**src/rtl/ud_cnt_param.sv**
```systemverilog
// ud_cnt_param
// Parametrised up/down counter with run-time modulus, wrap or saturate
// policy, enable prescaler, terminal-count pulse, sticky overflow flag and
// registered compare match.
//
// Parameters:
//   WIDTH      counter/data width in bits (>= 2)
//   SATURATE   0 = wrap at bounds, 1 = hold at bounds
//   PRESCALE_W prescaler divisor width in bits (>= 1)
//
// Ports:
//   clk        rising-edge clock
//   rst_n      asynchronous active-low reset
//   ce         count enable, feeds the prescaler
//   ld         synchronous load (wins over counting, ignores ce)
//   d          load value, clamped to max_val
//   ud         1 = count up, 0 = count down
//   max_val    upper bound; the counting range is 0..max_val
//   presc      one step per presc+1 enabled cycles
//   cmp_val    compare value
//   ovf_clr    clears the sticky overflow flag
//   q          current count
//   tc         one-cycle pulse after a step that hit a bound
//   ovf        sticky flag: a wrap or saturation has occurred
//   cmp_match  registered, high while q == cmp_val
module ud_cnt_param #(
    parameter int WIDTH      = 8,
    parameter bit SATURATE   = 1'b0,
    parameter int PRESCALE_W = 4
) (
    input  logic                  clk,
    input  logic                  rst_n,
    input  logic                  ce,
    input  logic                  ld,
    input  logic [WIDTH-1:0]      d,
    input  logic                  ud,
    input  logic [WIDTH-1:0]      max_val,
    input  logic [PRESCALE_W-1:0] presc,
    input  logic [WIDTH-1:0]      cmp_val,
    input  logic                  ovf_clr,
    output logic [WIDTH-1:0]      q,
    output logic                  tc,
    output logic                  ovf,
    output logic                  cmp_match
);

    logic [PRESCALE_W-1:0] pcnt;
    logic [PRESCALE_W-1:0] pcnt_nxt;
    logic [WIDTH-1:0]      q_nxt;
    logic                  step;
    logic                  hit;
    logic                  ovf_nxt;

    // Prescaler. The >= compare (rather than ==) makes a presc value lowered
    // below the running count step on the next enabled cycle instead of
    // running all the way round the prescaler.
    always_comb begin
        step     = 1'b0;
        pcnt_nxt = pcnt;
        if (ld) begin
            pcnt_nxt = '0;
        end else if (ce) begin
            if (pcnt >= presc) begin
                step     = 1'b1;
                pcnt_nxt = '0;
            end else begin
                pcnt_nxt = pcnt + 1'b1;
            end
        end
    end

    // Next count. A count left above a lowered max_val is pulled back to the
    // bound silently; only a step taken at a bound counts as a hit.
    always_comb begin
        q_nxt = q;
        hit   = 1'b0;
        if (ld) begin
            q_nxt = (d > max_val) ? max_val : d;
        end else if (step) begin
            if (q > max_val) begin
                q_nxt = max_val;
            end else if (ud) begin
                if (q == max_val) begin
                    hit   = 1'b1;
                    q_nxt = SATURATE ? q : '0;
                end else begin
                    q_nxt = q + 1'b1;
                end
            end else begin
                if (q == '0) begin
                    hit   = 1'b1;
                    q_nxt = SATURATE ? q : max_val;
                end else begin
                    q_nxt = q - 1'b1;
                end
            end
        end
    end

    // A bound hit in the same cycle as ovf_clr keeps the flag set so that
    // the event is never lost.
    always_comb begin
        ovf_nxt = ovf;
        if (hit) begin
            ovf_nxt = 1'b1;
        end else if (ovf_clr) begin
            ovf_nxt = 1'b0;
        end
    end

    always_ff @(posedge clk or negedge rst_n) begin
        if (!rst_n) begin
            q         <= '0;
            pcnt      <= '0;
            tc        <= 1'b0;
            ovf       <= 1'b0;
            cmp_match <= 1'b0;
        end else begin
            q         <= q_nxt;
            pcnt      <= pcnt_nxt;
            tc        <= hit;
            ovf       <= ovf_nxt;
            // Compared against the next count so the flag lines up with q.
            cmp_match <= (q_nxt == cmp_val);
        end
    end

endmodule
```
**config.mk**
```make
export PLATFORM = sky130hd
export DESIGN_NAME = ud_cnt_param
export DESIGN_NICKNAME = d
export VERILOG_FILES = /design/src/rtl/ud_cnt_param.sv
export SDC_FILE = /design/constraint.sdc
export NUM_CORES = 1
export LEC_CHECK = 0
export BUFFER_PORTS_ARGS = -buffer_cell sky130_fd_sc_hd__buf_2
export CORE_MARGIN = 3
export CORE_UTILIZATION = 51
export CTS_CLUSTER_SIZE = 14
export DETAILED_ROUTE_END_ITERATION = 10
export PLACE_DENSITY = 0.77
export SLEW_MARGIN = 20
export SYNTH_ARGS = -nofsm -noshare
export SYNTH_HDL_FRONTEND = slang
export SYNTH_SLANG_ARGS = --single-unit
```
**constraint.sdc**
```tcl
create_clock -name clk -period 2.5 [get_ports clk]
set_input_delay 0.125 -clock clk [delete_from_list [all_inputs] [get_ports clk]]
set_output_delay 0.125 -clock clk [all_outputs]
set_load 0.005 [all_outputs]
```
==> impl_metrics.yaml, run 1 <==
timing:
  finalHoldViolCount: 0
  tightest_slew_ps: 450
  finalSetupViolCount: 1
  holdWs_ps: 156
  slew_headroom_pct: 69.6
  final.setup.worst_slack_ps: -328
  fin_crit_sh_pct: 113
  skew_ps: 5.10
  fin_crit_ps: 2830
  drv_slew: 0
  rsz0062_at_grt: "yes"
  fmax_ghz: 0.354
grt:
  grt_max_degree: 16
  antenna_found_initial: 0
  track_usage_pct: 29.1
  overflow: 0
  grt_pass1_vias: 2652
  grt_pass1_wl_um: 12000
cells_and_area:
  register_area_um2: 378
  stdcell_area_um2: 3100
  utilization_pct: 75.9
  area_growth_pct: 40.5
  drive_above_1_share_pct: 38.9
  num-fill-cells: 298
  multi_input_area_um2: 1750
  antenna_cells: 0
  layout.nets: 452
yosys:
  synth-seq-area-share_pct: 17.0
  ys_types: 65
  synthFlopType: "dfrtp_1"
  synthArstFlopShare_pct: 100
  synth_edf_count: 0
  synthesis.nets: 341
  yosysWarnings: 0
  syn_area_per_cell_um2: 7.80
  synthCells: 283
  syn_area_um2: 2210
  ys_seq_elements: 15
die:
  die_w_um: 71.8
  start_util_pct: 54.0
  dieHeight_um: 71.8
  die_area_um2: 5150
  io_pins: 45
  placementRows: 23
  coreArea_um2: 4090
place:
  gp_congestion: 0.977
  placed_area_um2: 2920
  dp_hpwl_um: 6040
  port_buffers: 44
  place_worst_setup_slack_ps: -269
run:
  drv_cap: 0
setup_path:
  startpoint_type: "flop"
  cp_cell_sequence: "ha_1 > nor2b_1 > o211ai_1 > a21oi_2 > o21ai_1 > a221oi_4 > o21a_1 > or4b_1 > nor4_2"
  required_ps: 2660
  crit_path_top_delay_cell: "or4b_1"
  endpoint_kind: "flop"
  worstPathArrival_ps: 2990
  cpPeakStageDelay_ps: 530
  crit_type: "reg2reg"
  crit_fanout: 4
power_and_ir_drop:
  p_sw_mw: 0.536
  total_leakage_power_nw: 1.46
  p_total_mw: 1.27
  combPwrFrac_pct: 60.2
  clkPwrFrac_pct: 17.0
  swShare_pct: 42.2
  power.density_nw_per_um2: 409
  p_int_mw: 0.733
  ir_worst_vdd_v: 0.000235
  pwr-share-seq_pct: 22.9
clocking:
  numCtsBuffers: 3
  cts-root-buf: "clkbuf_8"
  tritoncts: "yes"
  cts_buffer_depth: 2
  htree_levels: 1
  cts.sinks: 15
  clk_pin_slew_ps: 70
  clkLatencyLatePin_ps: 260
status:
  violations: "setup timing"
  status: "finished, violations left"
route:
  antenna_left: 0
  wl_per_cell_um: 17.5
  drcViolationCount: 0
  drt_iter0_drc: 268
  num_vias: 2808
  wirelength_um: 7750
  vias_per_cell: 6.34
  drt_first_pass_iters: 5
worst_hold_path:
  holdCritPathClass: "in2reg"
==> cells in the mapped netlist, types with 7 or more instances <==
master	number	area share, %
nand4_1	7	2.0
inv_1	25	4.3
o21ai_0	18	4.1
nor2_1	20	3.4
ha_1	24	14
nand3_1	10	2.3
o211ai_1	13	4.4
dfrtp_1	15	17
a21oi_1	23	5.2
nor3_1	9	2.0
nand2_1	20	3.4
==> path summary, 6_finish.rpt <==
check / from / end / slack (ps) / cells past startpoint
min reg2reg: ovf / ovf / 500 / 1
max in group asynchronous: rst_n / q[0] / 1880 / 2
min in group asynchronous: rst_n / tc / 320 / 2
max reg2reg: q[1] / cmp_match / -330 / 9
min: ovf_clr / ovf / 160 / 3
max: q[1] / cmp_match / -330 / 9
==> area by class of cell <==
cell class,instances,area share (%)
multi-input combinational,232,56.4
timing repair buffer,117,24.8
sequential,15,12.2
inverter,25,3.03
tap,50,2.02
clock buffer,3,1.33
clock inverter,1,0.242
==> power by group through the flow <==
stage	clock network (mW)	registers [mW]	logic, mW
floorplan	0	0.302	0.382
global placement	0	0.290	0.675
detailed placement	0	0.291	0.695
CTS	0.219	0.287	0.700
global route	0.231	0.292	0.830
finish	0.215	0.290	0.763
==> repair_timing <==
action,CTS,global route
gates resized for setup,1,21
hold endpoints to repair,15,0
pin swaps,0,7
endpoints found under the setup margin,1,7
hold buffers,1,0
setup buffers,0,3
cloned,0,0
==> worst max-delay path: cells and delay by family, from the launching register on <==
kind / cells / cell delay (ps)
adders and majority gates: 1 / 300
and+or+nand+nor: 3 / 880
DFF: 1 / 410
AOI/OAI and AO/OA: 5 / 1160
==> placed cells by master, fill, tap and decap left out, drive strengths merged, types with 7 or more instances in the layout <==
cell	n
nand4	7
a21oi	23
nand2	20
nand3	10
inv	25
nor3	10
ha	24
dfrtp	15
o21ai	20
buf	116
nor2	20
o211ai	13
==> cell families (layout without fill, tap and decap cells) <==
kind of cell	after synthesis	count (layout)	synth area share, %
adders and majority gates	24	24	13.6
AOI/OAI and AO/OA	105	105	34.4
and+or+nand+nor	98	98	24.4
DFF	15	15	17.0
muxes	3	3	1.36
xor gates and xnor gates	2	2	0.794
buffers and inverters	36	146	8.45
==> metrics by stage <==
stage | std cells | setup TNS [ps]
2_1_floorplan | 283 | -197
3_3_place_gp | 435 | -203
3_5_place_dp | 435 | -269
4_1_cts | 440 | -292
5_1_grt | 443 | -504
6_report | 443 | -328
==> state kept, by name, summed over array words and instances, names as in the netlist <==
signal	flops
tc	1
pcnt	4
q	8
cmp_match	1
ovf	1
==> layer usage <==
metal  part of all wire [%]  wire, um  global-route usage, %  up-vias
met3                    7.1       554                   2.95       14
met4                    1.7       135                   10.0        0
met1                     42      3240                   38.0     1315
met2                     49      3820                   49.7      165
met5                      0         0                      0        -
li1                       -         -                      -     1314
Power figures use the tool's default switching activity.
==> run 2: changes to the inputs <==
==> constraint.sdc (replaced) <==
create_clock -name clk -period 2.5 [get_ports clk]
set_input_delay 0.75 -clock clk [delete_from_list [all_inputs] [get_ports clk]]
set_output_delay 0.75 -clock clk [all_outputs]
set_load 0.005 [all_outputs]
==> run 2 against run 1 <==
Net effect: the flow still finishes with violations (setup timing); register-to-register slack lost 290 ps; clock power grew 5%; global-route usage grew 9.0 points; combinational power grew 48%; sequential power grew 5%; setup slack lost 310 ps; sequential cell count is the same; critical path depth grew 1; first-iteration DRC count grew 120%; non-clock buffer count grew 32; hold slack gained 260 ps; clock skew shrank 2.5 ps.
==> impl_metrics.yaml, run 2 (same netlist as run 1, synthesis figures left out) <==
grt:
  grt_pass1_wl_um: 15600
  grt_pass1_vias: 3142
  antenna_found_initial: 0
  grt_max_degree: 18
  overflow: 0
  track_usage_pct: 38.0
clocking:
  clkLatencyLatePin_ps: 270
  cts_buffer_depth: 2
  cts.sinks: 15
  numCtsBuffers: 3
  clk_pin_slew_ps: 70
  cts-root-buf: "clkbuf_8"
  htree_levels: 1
  tritoncts: "yes"
timing:
  tightest_slew_ps: 573
  slew_headroom_pct: 61.3
  skew_ps: 2.57
  fmax_ghz: 0.319
  fin_crit_sh_pct: 126
  tns_ps: -1410
  finalHoldViolCount: 0
  finalSetupViolCount: 9
  drv_slew: 0
  final.setup.worst_slack_ps: -638
  rsz0062_at_grt: "yes"
  fin_crit_ps: 3140
die:
  die_area_um2: 5150
  start_util_pct: 54.0
  coreArea_um2: 4090
  io_pins: 45
  die_w_um: 71.8
  placementRows: 23
  dieHeight_um: 71.8
power_and_ir_drop:
  ir_worst_vdd_v: 0.000343
  p_int_mw: 0.891
  clkPwrFrac_pct: 13.6
  p_sw_mw: 0.769
  combPwrFrac_pct: 68.0
  total_leakage_power_nw: 1.69
  swShare_pct: 46.3
  power.density_nw_per_um2: 435
  pwr-share-seq_pct: 18.4
status:
  violations: "setup timing"
  status: "finished, violations left"
cells_and_area:
  antenna_cells: 0
  largest_reg_flops: 8
  final_cell_mix: "buf_4 (95), buf_2 (35), a21oi_1 (17), nand2_1 (17), nor2_1 (16)"
  area_growth_pct: 73.0
  reg_top3: "q (8), pcnt (4)"
  utilization_pct: 93.4
  drive_above_1_share_pct: 54.1
  max_flop_register: "q"
  final_common_cell: "buf_4"
  layout.nets: 484
worst_hold_path:
  holdCritPathClass: "in2async"
route:
  num_vias: 3582
  wirelength_um: 12900
  drt_iter0_drc: 592
  drt_first_pass_iters: 5
  wl_per_cell_um: 27.3
  antenna_left: 0
  vias_per_cell: 7.54
  drcViolationCount: 0
run:
  drv_cap: 0
place:
  dp_hpwl_um: 6310
  port_buffers: 44
  gp_congestion: 0.970
setup_path:
  required_ps: 2670
  r2r_slack_ps: -620
  crit_type: "in2reg"
  rr_startpoint: "q[0]"
  crit_fanout: 7
  reg2reg_depth: 13
  endpoint_kind: "flop"
  r2r-end: "cmp_match"
  startpoint_type: "primary input"
  worstPathArrival_ps: 3310
-- run 2: cell count changes in the layout (fill, tap and decap cells not counted), sizes merged --
cell         delta
clkinvlp        -1
buf            +33
dlygate4sd3     -1
clkinv          +1
-- run 2: how the worst max path moves through the flow --
stage                from         to  slack (ps)  depth (start not counted)
2_1_floorplan    presc[0]  cmp_match        -510                         10
3_3_place_gp   max_val[5]  cmp_match        -770                         10
3_5_place_dp   max_val[5]  cmp_match        -820                         10
4_1_cts          presc[0]  cmp_match        -420                         10
5_1_grt        max_val[4]  cmp_match        -720                         13
6_report         presc[0]  cmp_match        -640                         10
-- run 2: area by class of cell --
cell class	instances	area [um^2]
multi-input cells	232	2090
repair buffers	149	1120
flip-flops and latches	15	379
fillers	132	269
inverters	25	116
well taps	50	62.6
clock buffers	3	41.3
clock inverters	1	5.00
-- run 2: power groups by stage --
stage                     Sequential, mW  Clock (mW)  Combinational, mW
after floorplan                    0.303           0              0.400
after global placement             0.292           0              0.721
after detailed placement           0.293           0              0.748
after CTS                          0.295       0.208              0.845
after global routing               0.305       0.227               1.16
final                              0.305       0.226               1.13
-- run 2: what timing repair did --
action                                  CTS  global route
gates resized for setup                  53            55
pin swaps                                19            28
buffers inserted                         10            13
hold buffers                              0             0
endpoints found under the setup margin    7             8
-- run 2: critical path, stage by stage --
cell	delay (ps)
buf_6	100
ha_4	210
nand2b_4	150
a2111oi_4	460
nor3_4	170
o21a_1	170
or3_1	390
or4bb_1	530
a31o_2	250
nor4_4	140
-- run 2: through the flow --
stage | hold WS (ps) | cells | cell area, um^2 | power [mW] | setup slack (ps)
3_3_place_gp | 460 | 451 | 3120 | 1.01 | -767
4_1_cts | 412 | 463 | 3470 | 1.35 | -417
2_1_floorplan | 454 | 283 | 2290 | 0.703 | -514
5_1_grt | 426 | 475 | 3820 | 1.69 | -723
6_report | 416 | 475 | 3820 | 1.66 | -638
3_5_place_dp | 465 | 451 | 3120 | 1.04 | -822
-- run 2: layer usage --
metal / share of wire, % / global-route usage (%) / vias up
met3: 13 / 4.63 / 136
met1: 34 / 48.4 / 1652
li1: - / - / 1377
met2: 44 / 62.6 / 417
met4: 8.6 / 20.3 / 0
met5: 0 / 0 / -
